File: config.mk
export PLATFORM = sky130hd
export DESIGN_NAME = restador_segmentado
export DESIGN_NICKNAME = d
export VERILOG_FILES = /design/src/rtl/alu_pkg.sv /design/src/rtl/restador_etapa.sv /design/src/rtl/restador_segmentado.sv
export SDC_FILE = /design/constraint.sdc
export NUM_CORES = 1
export LEC_CHECK = 0
export ABC_AREA = 1
export CELL_PAD_IN_SITES_DETAIL_PLACEMENT = 1
export CELL_PAD_IN_SITES_GLOBAL_PLACEMENT = 1
export CORE_MARGIN = 3
export CORE_UTILIZATION = 38
export DETAILED_ROUTE_END_ITERATION = 8
export HOLD_SLACK_MARGIN = 0.03
export PLACE_DENSITY = 0.8
export SLEW_MARGIN = 20
export SYNTH_ARGS = -nofsm -noshare
export SYNTH_HDL_FRONTEND = slang
export SYNTH_SLANG_ARGS = --single-unit
File: constraint.sdc
create_clock -name clk -period 2.75 [get_ports clk]
set_input_delay 0.4125 -clock clk [delete_from_list [all_inputs] [get_ports clk]]
set_output_delay 0.4125 -clock clk [all_outputs]
set_load 0.1 [all_outputs]
File: src/rtl/alu_pkg.sv
// alu_pkg: shared ALU operation encodings and packed flag-bus layout
package alu_pkg;

    typedef enum logic {
        OP_ADD = 1'b0,
        OP_SUB = 1'b1
    } alu_op_e;

    localparam int FLAG_Z   = 0;
    localparam int FLAG_N   = 1;
    localparam int FLAG_C   = 2;
    localparam int FLAG_V   = 3;
    localparam int FLAG_LTS = 4;
    localparam int FLAG_LTU = 5;
    localparam int NFLAGS   = 6;

endpackage

File: src/rtl/restador_etapa.sv
// restador_etapa: one carry-chain chunk of the pipelined adder plus its pipeline registers
module restador_etapa
    import alu_pkg::*;
#(
    parameter int WIDTH = 32,
    parameter int CW    = 16,
    parameter int K     = 0,
    parameter int TAG_W = 5
) (
    input  logic             clk,
    input  logic             rst_n,
    input  logic             en,
    input  logic             valid,
    input  logic [WIDTH-1:0] a,
    input  logic [WIDTH-1:0] b,
    input  logic [WIDTH-1:0] part,
    input  logic             carry,
    input  logic             sub,
    input  logic [TAG_W-1:0] tag,
    output logic             valid_d,
    output logic [WIDTH-1:0] a_d,
    output logic [WIDTH-1:0] b_d,
    output logic [WIDTH-1:0] part_d,
    output logic             carry_d,
    output logic             sub_d,
    output logic [TAG_W-1:0] tag_d
);

    logic [CW-1:0]    sum;
    logic             carry_nx;
    logic [WIDTH-1:0] part_nx;

    assign {carry_nx, sum} = {1'b0, a[K*CW +: CW]} + {1'b0, b[K*CW +: CW]} + {{CW{1'b0}}, carry};

    // Splice this stage's chunk into the partial result carried down the pipe
    always_comb begin
        part_nx = part;
        part_nx[K*CW +: CW] = sum;
    end

    // All stage state advances together and holds during a downstream stall
    always_ff @(posedge clk or negedge rst_n) begin
        if (!rst_n) begin
            valid_d <= 1'b0;
            a_d     <= '0;
            b_d     <= '0;
            part_d  <= '0;
            carry_d <= 1'b0;
            sub_d   <= 1'b0;
            tag_d   <= '0;
        end else if (en) begin
            valid_d <= valid;
            a_d     <= a;
            b_d     <= b;
            part_d  <= part_nx;
            carry_d <= carry_nx;
            sub_d   <= sub;
            tag_d   <= tag;
        end
    end

endmodule

File: src/rtl/restador_segmentado.sv
// restador_segmentado: pipelined add/subtract unit with ALU flags and valid/ready handshake
module restador_segmentado
    import alu_pkg::*;
#(
    parameter int WIDTH  = 32,
    parameter int STAGES = 2,
    parameter int TAG_W  = 5
) (
    input  logic             clk,
    input  logic             rst_n,
    input  logic             in_valid,
    output logic             in_ready,
    input  logic [WIDTH-1:0] A,
    input  logic [WIDTH-1:0] B,
    input  logic             sub,
    input  logic [TAG_W-1:0] in_tag,
    output logic             out_valid,
    input  logic             out_ready,
    output logic [WIDTH-1:0] R,
    output logic [TAG_W-1:0] out_tag,
    output logic             flag_z,
    output logic             flag_n,
    output logic             flag_c,
    output logic             flag_v,
    output logic             lt_s,
    output logic             lt_u
);

    localparam int CW = WIDTH / STAGES;

    if ((WIDTH % STAGES) != 0 || STAGES < 1 || STAGES > 4) begin : g_bad_cfg
        $error("restador_segmentado: STAGES must be 1..4 and divide WIDTH");
    end

    logic             v_s [0:STAGES];
    logic [WIDTH-1:0] a_s [0:STAGES];
    logic [WIDTH-1:0] b_s [0:STAGES];
    logic [WIDTH-1:0] r_s [0:STAGES];
    logic             c_s [0:STAGES];
    logic             s_s [0:STAGES];
    logic [TAG_W-1:0] t_s [0:STAGES];

    logic              advance;
    logic              msb_cin;
    logic [NFLAGS-1:0] flags;
    logic              unused_bits;

    assign advance  = ~out_valid | out_ready;
    assign in_ready = advance;

    // Subtraction is A + ~B + 1, so the op bit doubles as the chain carry-in
    assign v_s[0] = in_valid;
    assign a_s[0] = A;
    assign b_s[0] = (sub == OP_SUB) ? ~B : B;
    assign r_s[0] = '0;
    assign c_s[0] = sub;
    assign s_s[0] = sub;
    assign t_s[0] = in_tag;

    for (genvar k = 0; k < STAGES; k++) begin : g_stage
        restador_etapa #(
            .WIDTH (WIDTH),
            .CW    (CW),
            .K     (k),
            .TAG_W (TAG_W)
        ) u_etapa (
            .clk     (clk),
            .rst_n   (rst_n),
            .en      (advance),
            .valid   (v_s[k]),
            .a       (a_s[k]),
            .b       (b_s[k]),
            .part    (r_s[k]),
            .carry   (c_s[k]),
            .sub     (s_s[k]),
            .tag     (t_s[k]),
            .valid_d (v_s[k+1]),
            .a_d     (a_s[k+1]),
            .b_d     (b_s[k+1]),
            .part_d  (r_s[k+1]),
            .carry_d (c_s[k+1]),
            .sub_d   (s_s[k+1]),
            .tag_d   (t_s[k+1])
        );
    end

    assign out_valid = v_s[STAGES];
    assign R         = r_s[STAGES];
    assign out_tag   = t_s[STAGES];

    // The sum bit equals a ^ b ^ carry-in, which recovers the carry into the MSB
    assign msb_cin = a_s[STAGES][WIDTH-1] ^ b_s[STAGES][WIDTH-1] ^ r_s[STAGES][WIDTH-1];

    assign unused_bits = ^{a_s[STAGES][WIDTH-2:0], b_s[STAGES][WIDTH-2:0]};

    // Flags come straight from the final registers, gated so idle and reset read as zero
    always_comb begin
        flags = '0;
        flags[FLAG_Z]   = out_valid & ~|r_s[STAGES];
        flags[FLAG_N]   = out_valid & r_s[STAGES][WIDTH-1];
        flags[FLAG_C]   = out_valid & c_s[STAGES];
        flags[FLAG_V]   = out_valid & (c_s[STAGES] ^ msb_cin);
        flags[FLAG_LTS] = out_valid & s_s[STAGES] & (flags[FLAG_N] ^ flags[FLAG_V]);
        flags[FLAG_LTU] = out_valid & s_s[STAGES] & ~c_s[STAGES];
    end

    assign flag_z = flags[FLAG_Z];
    assign flag_n = flags[FLAG_N];
    assign flag_c = flags[FLAG_C];
    assign flag_v = flags[FLAG_V];
    assign lt_s   = flags[FLAG_LTS];
    assign lt_u   = flags[FLAG_LTU];

endmodule

# Word-level counts from Yosys, hierarchy flattened
# Cells that the tools add are included.
totals:
  out_inout_bits: 45
  register_bits: 192
  wordCells: 36
  mem_bits_rw: 0
  latch_bits: 0
  n_memories: 0
  inputBits: 74
  rom_bits: 0
classes:
  div: 0
  magnitude_cmp: 0
  add_sub_neg: 4
  shifts: 0
  eq_ne: 0
  n_bitwise: 15
  muxes: 1
  n_reduce_logical: 2
  multipliers: 0
op_table:
  columns: ["op", "n"]
  rows:
  - ["16-bit by 16-bit adder with 17-bit output", 2]
  - ["17-bit by 1-bit adder with 17-bit output", 2]
  - ["32-bit two-way mux", 1]
  - ["32-bit NOT", 1]
  - ["32-bit OR reduction", 1]
  - ["1-bit AND", 7]
  - ["1-bit bitwise XOR", 4]
  - ["1-bit NOT", 2]
  - ["1-bit zero test", 1]
  - ["1-bit bitwise OR", 1]

# Logic depth before layout (Yosys ltp)
# Gate-level depths: netlist of run 1.
logic_depth:
  word_depth: 6
  mapped_depth: 16
  mapped_depth_nobuf: 15

# Hierarchy
# A second synthesis of run 1 with hierarchy kept.
unflattened:
  hier_cells: 1316
  area_unflattened_um2: 10277.4
by_module_without_submodules:
  columns: ["mod", "seq_area_each_um2", "area_per_inst_um2", "cells_each", "n_inst"]
  rows:
  - ["restador_etapa (g_stage[0].u_etapa)", 2602.5, 4870.9, 614, 1]
  - ["restador_etapa (g_stage[1].u_etapa)", 2602.5, 4839.6, 614, 1]
  - ["restador_segmentado", 0.0, 566.8, 88, 1]

# Least setup slack after synthesis of run 1
# OpenSTA, ideal clock, no wires.
synth_path:
  path_type: "reg-to-output"
  startpoint: "register g_stage[1].u_etapa.valid_d"
  endpoint: "output flag_z"
  path_buffers: 0
  t_arrival_ps: 3425
  path_stages_with_launch: 5
  slack_ps: -1087
  required_ps: 2338
  cell_sequence: "dfrtp_1 -> nand4_1 -> nor3_1 -> nand4_1 -> nor3_1"
synth_between:
  elab_chain_cells: 1
synth_lines:
  columns: ["item", "line_no", "text"]
  rows:
  - ["from (decl)", "restador_etapa.sv:20", "output logic valid_d,"]
  - ["from (signal assigned)", "restador_etapa.sv:52", "valid_d <= valid;"]
  - ["1-bit AND", "restador_segmentado.sv:99", "flags[FLAG_Z] = out_valid & ~|r_s[STAGES];"]
  - ["to (decl)", "restador_segmentado.sv:21", "output logic flag_z,"]
# Every way passes these cells.

# Worst setup path in the final report of run 1
layout_path:
  startpoint: "register g_stage[1].u_etapa.part_d[8]"
  endpoint: "output flag_z"
layout_between:
  elab_chain_cells: 3
layout_lines:
  columns: ["item", "line_no", "text"]
  rows:
  - ["from (decl)", "restador_etapa.sv:23", "output logic [WIDTH-1:0] part_d,"]
  - ["from (signal assigned)", "restador_etapa.sv:55", "part_d <= part_nx;"]
  - ["32-bit OR reduction", "restador_segmentado.sv:99", null]
  - ["1-bit zero test", "restador_segmentado.sv:99", null]
  - ["1-bit AND", "restador_segmentado.sv:99", null]
# Every way passes these cells.

==> metrics.yaml, run 1 <==
critical_path:
  cp-start-kind: "flip-flop"
  regToRegSetupSlack_ps: 460
  crit_buf_inv: 1
  path_cells: "nor4_1, nand4_1, nor3_2, buf_12"
  critPathKind: "reg -> out"
  cp_top_family: "simple AND/OR/NAND/NOR gates"
  slowest_delay_ps: 510
  crit_fanout: 3
  endpoint_kind: "primary output"
  arrival_ps: 2060
  slowest_stage: "nor4_1"
  required_ps: 2340
yosys:
  yosysMostFrequentCell: "nand2_1"
  synth_top_area_share_pct: 42.9
  yosys_warnings: 0
  syn-mean-instance-area_um2: 7.68
  syn-num-nets: 852
  ys_types: 30
  synth.top_cells.by_count: "nand2_1 (290), dfrtp_1 (98), inv_1 (64)"
  synthArstFlopShare_pct: 100
  synth-seq-cells: 98
  synth-edff-count: 0
  yosysSeqAreaShare_pct: 42.9
  synth_ff_type: "dfrtp_1"
  syn-cell-area_um2: 5720
  syn_inst: 745
  yosys-top-cells-area: "dfrtp_1 (43%), nand2_1 (19%), ha_1 (6.6%), o21ai_0 (4.6%), inv_1 (4.2%)"
  synth.largest_area_cell: "dfrtp_1"
cts:
  ctsResizeCount: 0
  cts_setup_buffers: 0
  cts_max_level: 3
  clock-root-buffer: "clkbuf_16"
  clk_path_buf_depth: 2
  cts_tree: "done"
  clock_sinks: 98
  hold_buffers: 0
  clk-insertion-delay-late_ps: 350
  cts.clk_slew.worst_paths_ps: 70
  cts-buffers-inserted: 9
placed_design:
  place.gp.congestion: 0.850
  place_ws_ps: 171
  port_buffers: 118
  placed_area_um2: 7010
  hpwl_um: 13000
  dp.cells: 1029
global_route:
  grt_max_degree: 68
  grt_pass1_vias: 5563
  grt_usage_pct: 20.4
  grt-ovfl-total: 0
  antenna_found_initial: 0
  grt_first_pass_wirelength_um: 27200
power_and_ir_drop:
  power.leakage_uw: 0.00369
  peakVddDrop_v: 0.000589
  pwr_density_cell_nw_per_um2: 963
finish:
  layout-drive-gt1-share_pct: 9.29
  stdcell_count: 1045
  antenna_cells: 0
  syn_to_final_growth_pct: 27.3
  final_cell_area_um2: 7290
  nets: 963
sta:
  fin_tns_setup_ps: 0
  finalSetupViolations: 0
  skew_ps: 5.00
  fmax_ghz: 0.405
  final.setup.worst_slack_ps: 278
  rsz0062_at_grt: "no"
  maxSlewHeadroom_pct: 57.9
  hold_viol: 0
  tightest_slew_ps: 632
  period_needed_ps: 2470
  finalCritPeriodShare_pct: 89.9
  fin_hold_ws_ps: 66.4
  drv_slew: 0
detailed_routing:
  drt_iter0_markers: 273
  drt-vias-per-instance: 5.01
  wire_per_inst_um: 15.9
  drcViolationCount: 0
  routed_wl_um: 16600
  dr.pass1.iters: 4
  postRouteAntennaNets: 0
  vias: 5235
die:
  core_um2: 14600
  initial_core_util_pct: 39.1
  dieArea_um2: 16600
  row_count: 44
  ios: 119
  dieHeight_um: 129
  die_width_um: 129
min_path:
  hold_path_class: "in -> async"
status:
  status: "finished, final reports clean"
flow_run:
  drv_cap: 0
-- routing by layer --
layer / up-vias / global-route usage [%] / part of all wire (%)
met5: - / 0 / 0
met4: 0 / 7.35 / 2.4
met3: 29 / 3.20 / 3.1
met2: 94 / 35.4 / 50
met1: 2524 / 25.9 / 45
li1: 2588 / - / -
-- flip-flops by register name, indices dropped and copies added (netlist names) --
| name | cells |
|---|---|
| g_stage.u_etapa.part_d | 48 |
| g_stage.u_etapa.a_d | 17 |
| g_stage.u_etapa.b_d | 17 |
| g_stage.u_etapa.tag_d | 10 |
| g_stage.u_etapa.carry_d | 2 |
| g_stage.u_etapa.sub_d | 2 |
| g_stage.u_etapa.valid_d | 2 |
-- final cells by class --
class / instances / area [µm²]
timing repair buffer: 125 / 1190
sequential: 98 / 2450
inverter: 66 / 248
fill: 1833 / 7360
clock inverter: 6 / 41.3
tap: 184 / 230
clock buffer: 10 / 239
multi-input combinational: 556 / 2890
-- worst reg2reg max path: stages, from the launching register on --
cell and delay (ps):
dfrtp_1 400, fa_1 480, fa_1 420, nand3_1 100
nand2_1 150, nand2_1 100, nand2_1 120, nand3_1 130
nand3b_1 90, nand3_1 120, nand2_1 70
-- per-stage QoR --
stage	util [%]	total power, µW
finish	49.8	7010
global route	49.8	7410
CTS	49.8	7070
detailed placement	47.8	5840
global placement	47.8	5750
floorplan	-	4840
-- kinds of logic (layout without fill, tap and decap cells) --
logic type,count (synthesis),count (layout),synth area share (%)
AND/OR/NAND/NOR,381,381,27.0
AO/OA/AOI/OAI,99,99,8.94
flip-flops,98,98,42.9
buffers and inverters,91,207,7.04
XOR/XNOR,43,43,6.58
adder cells (fa/ha/maj),33,33,7.61
-- power by group --
group | total (µW) | switching [µW] | internal [µW]
Sequential | 2110 | 298 | 1810
Combinational | 3690 | 2770 | 925
Clock | 1210 | 572 | 640
Total | 7010 | 3640 | 3370
-- placed cells by master (no fill, tap or decap), types with 26 or more instances in the layout --
cell             instances
a21oi_1                 32
buf_4                   47
clkdlybuf4s50_1         71
dfrtp_1                 98
ha_1                    30
inv_1                   64
nand2_1                290
nand3_1                 33
nor2_1                  26
o21ai_0                 53
xnor2_1                 27
-- final timing paths --
path                                              startpoint                            end  cells past startpoint
worst max-delay path            g_stage[1].u_etapa.part_d[8]                         flag_z                      4
worst min-delay path                                   rst_n  g_stage[1].u_etapa.part_d[23]                      1
worst max register to register    g_stage[0].u_etapa.a_d[16]  g_stage[1].u_etapa.part_d[26]                     10
worst min register to register    g_stage[0].u_etapa.valid_d     g_stage[1].u_etapa.valid_d                      2
max in group asynchronous                              rst_n   g_stage[1].u_etapa.part_d[5]                      2
min in group clk                  g_stage[0].u_etapa.valid_d     g_stage[1].u_etapa.valid_d                      2
No activity file was read; power rests on OpenSTA's default activity.
==> run 2: changes to the inputs <==
--- a/config.mk
+++ b/config.mk
@@ -13,6 +13,7 @@
 export DETAILED_ROUTE_END_ITERATION = 8
 export HOLD_SLACK_MARGIN = 0.03
 export PLACE_DENSITY = 0.8
+export SETUP_SLACK_MARGIN = 0.15
 export SLEW_MARGIN = 20
 export SYNTH_ARGS = -nofsm -noshare
 export SYNTH_HDL_FRONTEND = slang
==> run 2 against run 1 <==
Via count decreased by 0.84%. Die area did not move. Power is 1.9% higher. Cell count did not move. Sequential power hardly changed. Register-to-register slack got worse by 40 ps. Clock skew up 3.8 ps. Highest routed layer unchanged.
==> metrics.yaml, run 2 (synthesis gave the netlist of run 1 again) <==
status:
  status: "finished, final reports clean"  # unchanged
cts:
  cts_tree: "done"  # unchanged
  cts_max_level: 3  # unchanged
  clk-insertion-delay-late_ps: 350  # about the same
  cts-buffers-inserted: 9  # unchanged
  cts_setup_buffers: 0  # unchanged
  clk_path_buf_depth: 2  # unchanged
  clock-root-buffer: "clkbuf_16"  # unchanged
  hold_buffers: 0  # unchanged
  clock_sinks: 98  # unchanged
  ctsResizeCount: 0  # unchanged
  cts.clk_slew.worst_paths_ps: 70  # about the same
critical_path:
  cp-start-kind: "flip-flop"  # unchanged
  crit_fanout: 3  # unchanged
  required_ps: 2340  # about the same
  worstSetupStartpoint: "g_stage[1].u_etapa.part_d[8]"  # unchanged
  critPathKind: "reg -> out"  # unchanged
  regToRegSetupSlack_ps: 420  # was 460 ps
  arrival_ps: 2160  # was 2060 ps
  endpoint_kind: "primary output"  # unchanged
  r2r-start: "g_stage[0].u_etapa.a_d[16]"  # unchanged
placed_design:
  dp.cells: 1029  # unchanged
  placed_area_um2: 6990  # was 7010 µm²
  hpwl_um: 12900  # was 13000 µm
  port_buffers: 118  # unchanged
  place.gp.congestion: 0.879  # was 0.850
detailed_routing:
  routed_wl_um: 16600  # about the same
  drt_iter0_markers: 232  # was 273
  postRouteAntennaNets: 0  # unchanged
  drcViolationCount: 0  # unchanged
  wire_per_inst_um: 15.8  # was 15.9 µm
  drt-vias-per-instance: 4.97  # was 5.01
  vias: 5191  # was 5235
  dr.pass1.iters: 4  # unchanged
finish:
  utilization_pct: 49.9  # was 49.8%
  antenna_cells: 0  # unchanged
  nets: 963  # unchanged
  layout-drive-gt1-share_pct: 9.18  # was 9.29%
  syn_to_final_growth_pct: 27.7  # was 27.3%
  final_cell_area_um2: 7310  # was 7290 µm²
  stdcell_count: 1045  # unchanged
  top_regs: "g_stage.u_etapa.part_d: 48 flops, g_stage.u_etapa.a_d: 17 flops, g_stage.u_etapa.b_d: 17 flops"  # unchanged
  regMostFlops: "g_stage.u_etapa.part_d"  # unchanged
  largest_reg_flops: 48  # unchanged
  layout_common_cells: "nand2_1 (290), dfrtp_1 (98), clkdlybuf4s50_1 (71)"  # unchanged
  layout_commonest_cell: "nand2_1"  # unchanged
sta:
  tightest_slew_ps: 662  # was 632 ps
  period_needed_ps: 2580  # was 2470 ps
  rsz0062_at_grt: "no"  # unchanged
  fin_tns_setup_ps: 0  # unchanged
  finalSetupViolations: 0  # unchanged
  hold_viol: 0  # unchanged
  fmax_ghz: 0.388  # was 0.405 GHz
  finalCritPeriodShare_pct: 93.6  # was 89.9%
  maxSlewHeadroom_pct: 55.9  # was 57.9%
  drv_slew: 0  # unchanged
  skew_ps: 8.76  # was 5.00 ps
global_route:
  grt_pass1_vias: 5556  # was 5563
  antenna_found_initial: 0  # unchanged
  grt_first_pass_wirelength_um: 27400  # was 27200 µm
  grt_max_degree: 120  # was 68
  grt-ovfl-total: 0  # unchanged
  grt_usage_pct: 20.6  # was 20.4%
die:
  row_count: 44  # unchanged
  ios: 119  # unchanged
  dieArea_um2: 16600  # unchanged
  core_um2: 14600  # unchanged
  die_width_um: 129  # unchanged
  initial_core_util_pct: 39.1  # unchanged
  dieHeight_um: 129  # unchanged
power_and_ir_drop:
  power.leakage_uw: 0.00369  # about the same
  pwr_density_cell_nw_per_um2: 979  # was 963 nW/µm²
  peakVddDrop_v: 0.000447  # was 0.000589 V
min_path:
  hold_path_class: "in -> async"  # unchanged
flow_run:
  drv_cap: 0  # unchanged
==> run 2: changes by cell type in the layout (fill, tap and decap cells not counted), moves of 2 or more <==
cell,delta
buf_4,+2
buf_12,-2
clkbuf_8,+2
clkinv_2,-3
==> run 2: final timing paths <==
| path | cells past startpoint | endpoint |
|---|---|---|
| max | 4 | flag_z |
| min | 1 | g_stage[0].u_etapa.b_d[19] |
| max reg2reg | 8 | g_stage[1].u_etapa.part_d[22] |
| min reg2reg | 2 | g_stage[1].u_etapa.valid_d |
| max in group asynchronous | 2 | g_stage[1].u_etapa.part_d[10] |
| min in group clk | 2 | g_stage[1].u_etapa.valid_d |
==> run 2: power breakdown <==
group	total, µW	internal [µW]	switching [µW]
Clock	1330	782	550
Sequential	2110	1810	297
Combinational	3710	922	2790
==> run 2: metal layers <==
metal  track usage (%)  part of all wire (%)  up-vias
met1              25.6                    44     2499
met5                 0                     0        -
met4              5.06                   1.2        0
li1                  -                     -     2593
met2              36.4                    50       83
met3              4.32                   4.0       16
==> run 2: cell type report <==
cell class / count / area [µm²]
Clock buffer: 13 / 270
Timing Repair Buffer: 125 / 1160
Inverter: 66 / 248
Multi-Input combinational cell: 556 / 2900
Fill cell: 1824 / 7340
Clock inverter: 3 / 46.3
Tap cell: 184 / 230
Sequential cell: 98 / 2450
==> run 2: critical path, cell delays in order, from the launching register on <==
cell     delay (ps)
dfrtp_1         420
nor4_1          570
nand4_1         340
nor3_2          280
buf_12          210
==> run 2: stage by stage <==
| stage | hold slack [ps] | total power (µW) | setup slack [ps] |
|---|---|---|---|
| 6_report | 89.6 | 7150 | 175 |
| 5_1_grt | 132 | 7560 | 160 |
| 4_1_cts | 105 | 7210 | 184 |
| 3_5_place_dp | 445 | 5860 | 153 |
| 3_3_place_gp | 436 | 5750 | 285 |
| 2_1_floorplan | 117 | 4850 | -246 |
==> run 3: changes to the inputs <==
--- a/config.mk
+++ b/config.mk
@@ -12,9 +12,8 @@
 export CORE_UTILIZATION = 38
 export DETAILED_ROUTE_END_ITERATION = 8
 export HOLD_SLACK_MARGIN = 0.03
-export PLACE_DENSITY = 0.8
+export PLACE_DENSITY = 0.89
 export SETUP_SLACK_MARGIN = 0.15
-export SLEW_MARGIN = 20
 export SYNTH_ARGS = -nofsm -noshare
 export SYNTH_HDL_FRONTEND = slang
 export SYNTH_SLANG_ARGS = --single-unit
==> run 3 against run 2 <==
Sequential cell count did not move. Utilization is 0.20 points lower. Worst setup slack better by 180 ps. Worst hold slack improved by 27 ps. Clock skew is 3.9 ps lower. Highest routed layer unchanged. Critical path depth unchanged. Register-to-register slack better by 60 ps. Power is 1.2% lower. First-iteration DRC count increased by 34%. Largest cell class unchanged.
==> metrics.yaml, run 3 (synthesis gave the netlist of run 1 again) <==
critical_path:
  crit_fanout: 3  # unchanged
  endpoint_kind: "primary output"  # unchanged
  required_ps: 2340  # about the same
  arrival_ps: 1980  # was 2160 ps
  cp-start-kind: "flip-flop"  # unchanged
  regToRegSetupSlack_ps: 480  # was 420 ps
  critPathKind: "reg -> out"  # unchanged
die:
  core_um2: 14600  # unchanged
  ios: 119  # unchanged
  row_count: 44  # unchanged
  initial_core_util_pct: 39.1  # unchanged
  dieArea_um2: 16600  # unchanged
  die_width_um: 129  # unchanged
  dieHeight_um: 129  # unchanged
cts:
  clk_path_buf_depth: 2  # unchanged
  ctsResizeCount: 0  # unchanged
  hold_buffers: 0  # unchanged
  cts_max_level: 3  # unchanged
  clk-insertion-delay-late_ps: 340  # was 350 ps
  cts_setup_buffers: 0  # unchanged
  cts-buffers-inserted: 9  # unchanged
  clock_sinks: 98  # unchanged
  cts.clk_slew.worst_paths_ps: 70  # about the same
  cts_tree: "done"  # unchanged
  clock-root-buffer: "clkbuf_16"  # unchanged
global_route:
  grt_pass1_vias: 5320  # was 5556
  grt-ovfl-total: 0  # unchanged
  antenna_found_initial: 0  # unchanged
  grt_usage_pct: 20.0  # was 20.6%
  grt_first_pass_wirelength_um: 26700  # was 27400 µm
  grt_max_degree: 120  # unchanged
sta:
  skew_ps: 4.85  # was 8.76 ps
  maxSlewHeadroom_pct: 64.6  # was 55.9%
  fin_hold_ws_ps: 116  # was 89.6 ps
  rsz0062_at_grt: "no"  # unchanged
  finalCritPeriodShare_pct: 87.0  # was 93.6%
  fin_tns_setup_ps: 0  # unchanged
  hold_viol: 0  # unchanged
  fmax_ghz: 0.418  # was 0.388 GHz
  tightest_slew_ps: 530  # was 662 ps
  period_needed_ps: 2390  # was 2580 ps
  drv_slew: 0  # unchanged
  finalSetupViolations: 0  # unchanged
finish:
  layout-drive-gt1-share_pct: 9.08  # was 9.18%
  antenna_cells: 0  # unchanged
  largest_reg_flops: 48  # unchanged
  final_cell_area_um2: 7280  # was 7310 µm²
  top_regs: "g_stage.u_etapa.part_d: 48 flops, g_stage.u_etapa.a_d: 17 flops, g_stage.u_etapa.b_d: 17 flops"  # unchanged
  syn_to_final_growth_pct: 27.2  # was 27.7%
  layout_commonest_cell: "nand2_1"  # unchanged
  regMostFlops: "g_stage.u_etapa.part_d"  # unchanged
  layout_common_cells: "nand2_1 (290), dfrtp_1 (98), clkdlybuf4s50_1 (71)"  # unchanged
  stdcell_count: 1043  # was 1045
  nets: 961  # was 963
  fillers: 1814  # was 1824
flow_run:
  drv_cap: 0  # unchanged
detailed_routing:
  dr.pass1.iters: 4  # unchanged
  drt-vias-per-instance: 4.99  # was 4.97
  drt_iter0_markers: 312  # was 232
  wire_per_inst_um: 15.7  # was 15.8 µm
  postRouteAntennaNets: 0  # unchanged
  drcViolationCount: 0  # unchanged
  vias: 5200  # was 5191
  routed_wl_um: 16300  # was 16600 µm
placed_design:
  placed_area_um2: 6990  # about the same
  hpwl_um: 12000  # was 12900 µm
  port_buffers: 118  # unchanged
  place.gp.congestion: 0.860  # was 0.879
  dp.cells: 1027  # was 1029
min_path:
  hold_path_class: "in -> async"  # unchanged
power_and_ir_drop:
  power.leakage_uw: 0.00367  # was 0.00369 µW
  peakVddDrop_v: 0.000412  # was 0.000447 V
  pwr_density_cell_nw_per_um2: 971  # was 979 nW/µm²
status:
  status: "finished, final reports clean"  # unchanged
==> run 3: per-stage QoR <==
step | total power (µW) | util [%] | setup slack, ps
after floorplan | 4850 | - | -246
after global placement | 5750 | 47.7 | 300
after detailed placement | 5840 | 47.7 | 212
after CTS | 7120 | 49.7 | 322
after global routing | 7460 | 49.7 | 316
final | 7070 | 49.7 | 358
==> run 3: layer usage <==
metal  wire, µm  share of wire (%)  global-route usage, %
met5          0                  0                      0
met4        153               0.94                   4.51
met3        591                3.6                   2.70
met2       7870                 48                   33.4
met1       7730                 47                   27.8
==> run 3: final timing paths <==
| check | start | end | cells after the start |
|---|---|---|---|
| min in group clk | g_stage[0].u_etapa.valid_d | g_stage[1].u_etapa.valid_d | 2 |
| setup reg to reg | g_stage[0].u_etapa.a_d[16] | g_stage[1].u_etapa.part_d[26] | 10 |
| setup / recovery | g_stage[1].u_etapa.part_d[4] | flag_z | 4 |
| max in group asynchronous | rst_n | g_stage[0].u_etapa.tag_d[2] | 2 |
| hold / removal | rst_n | g_stage[0].u_etapa.a_d[22] | 2 |
| hold reg to reg | g_stage[0].u_etapa.valid_d | g_stage[1].u_etapa.valid_d | 2 |
==> run 3: final cells by class <==
class                   count  area [µm²]  area share (%)
inverters                  66         248            3.40
repair buffers            123        1160            16.0
well taps                 184         230            3.16
clock buffers              11         253            3.47
multi-input cells         556        2900            39.8
clock inverters             5        37.5           0.516
flip-flops and latches     98        2450            33.7
==> run 3: worst max-delay path: stages, from the launching register on <==
cell     delay [ps]
dfrtp_1         430
nor4_1          430
nand4_1         290
nor3_2          270
buf_12          210
==> run 3: power breakdown <==
part / switching, µW / internal (µW)
clock network: 568 / 667
registers: 303 / 1810
logic: 2800 / 923
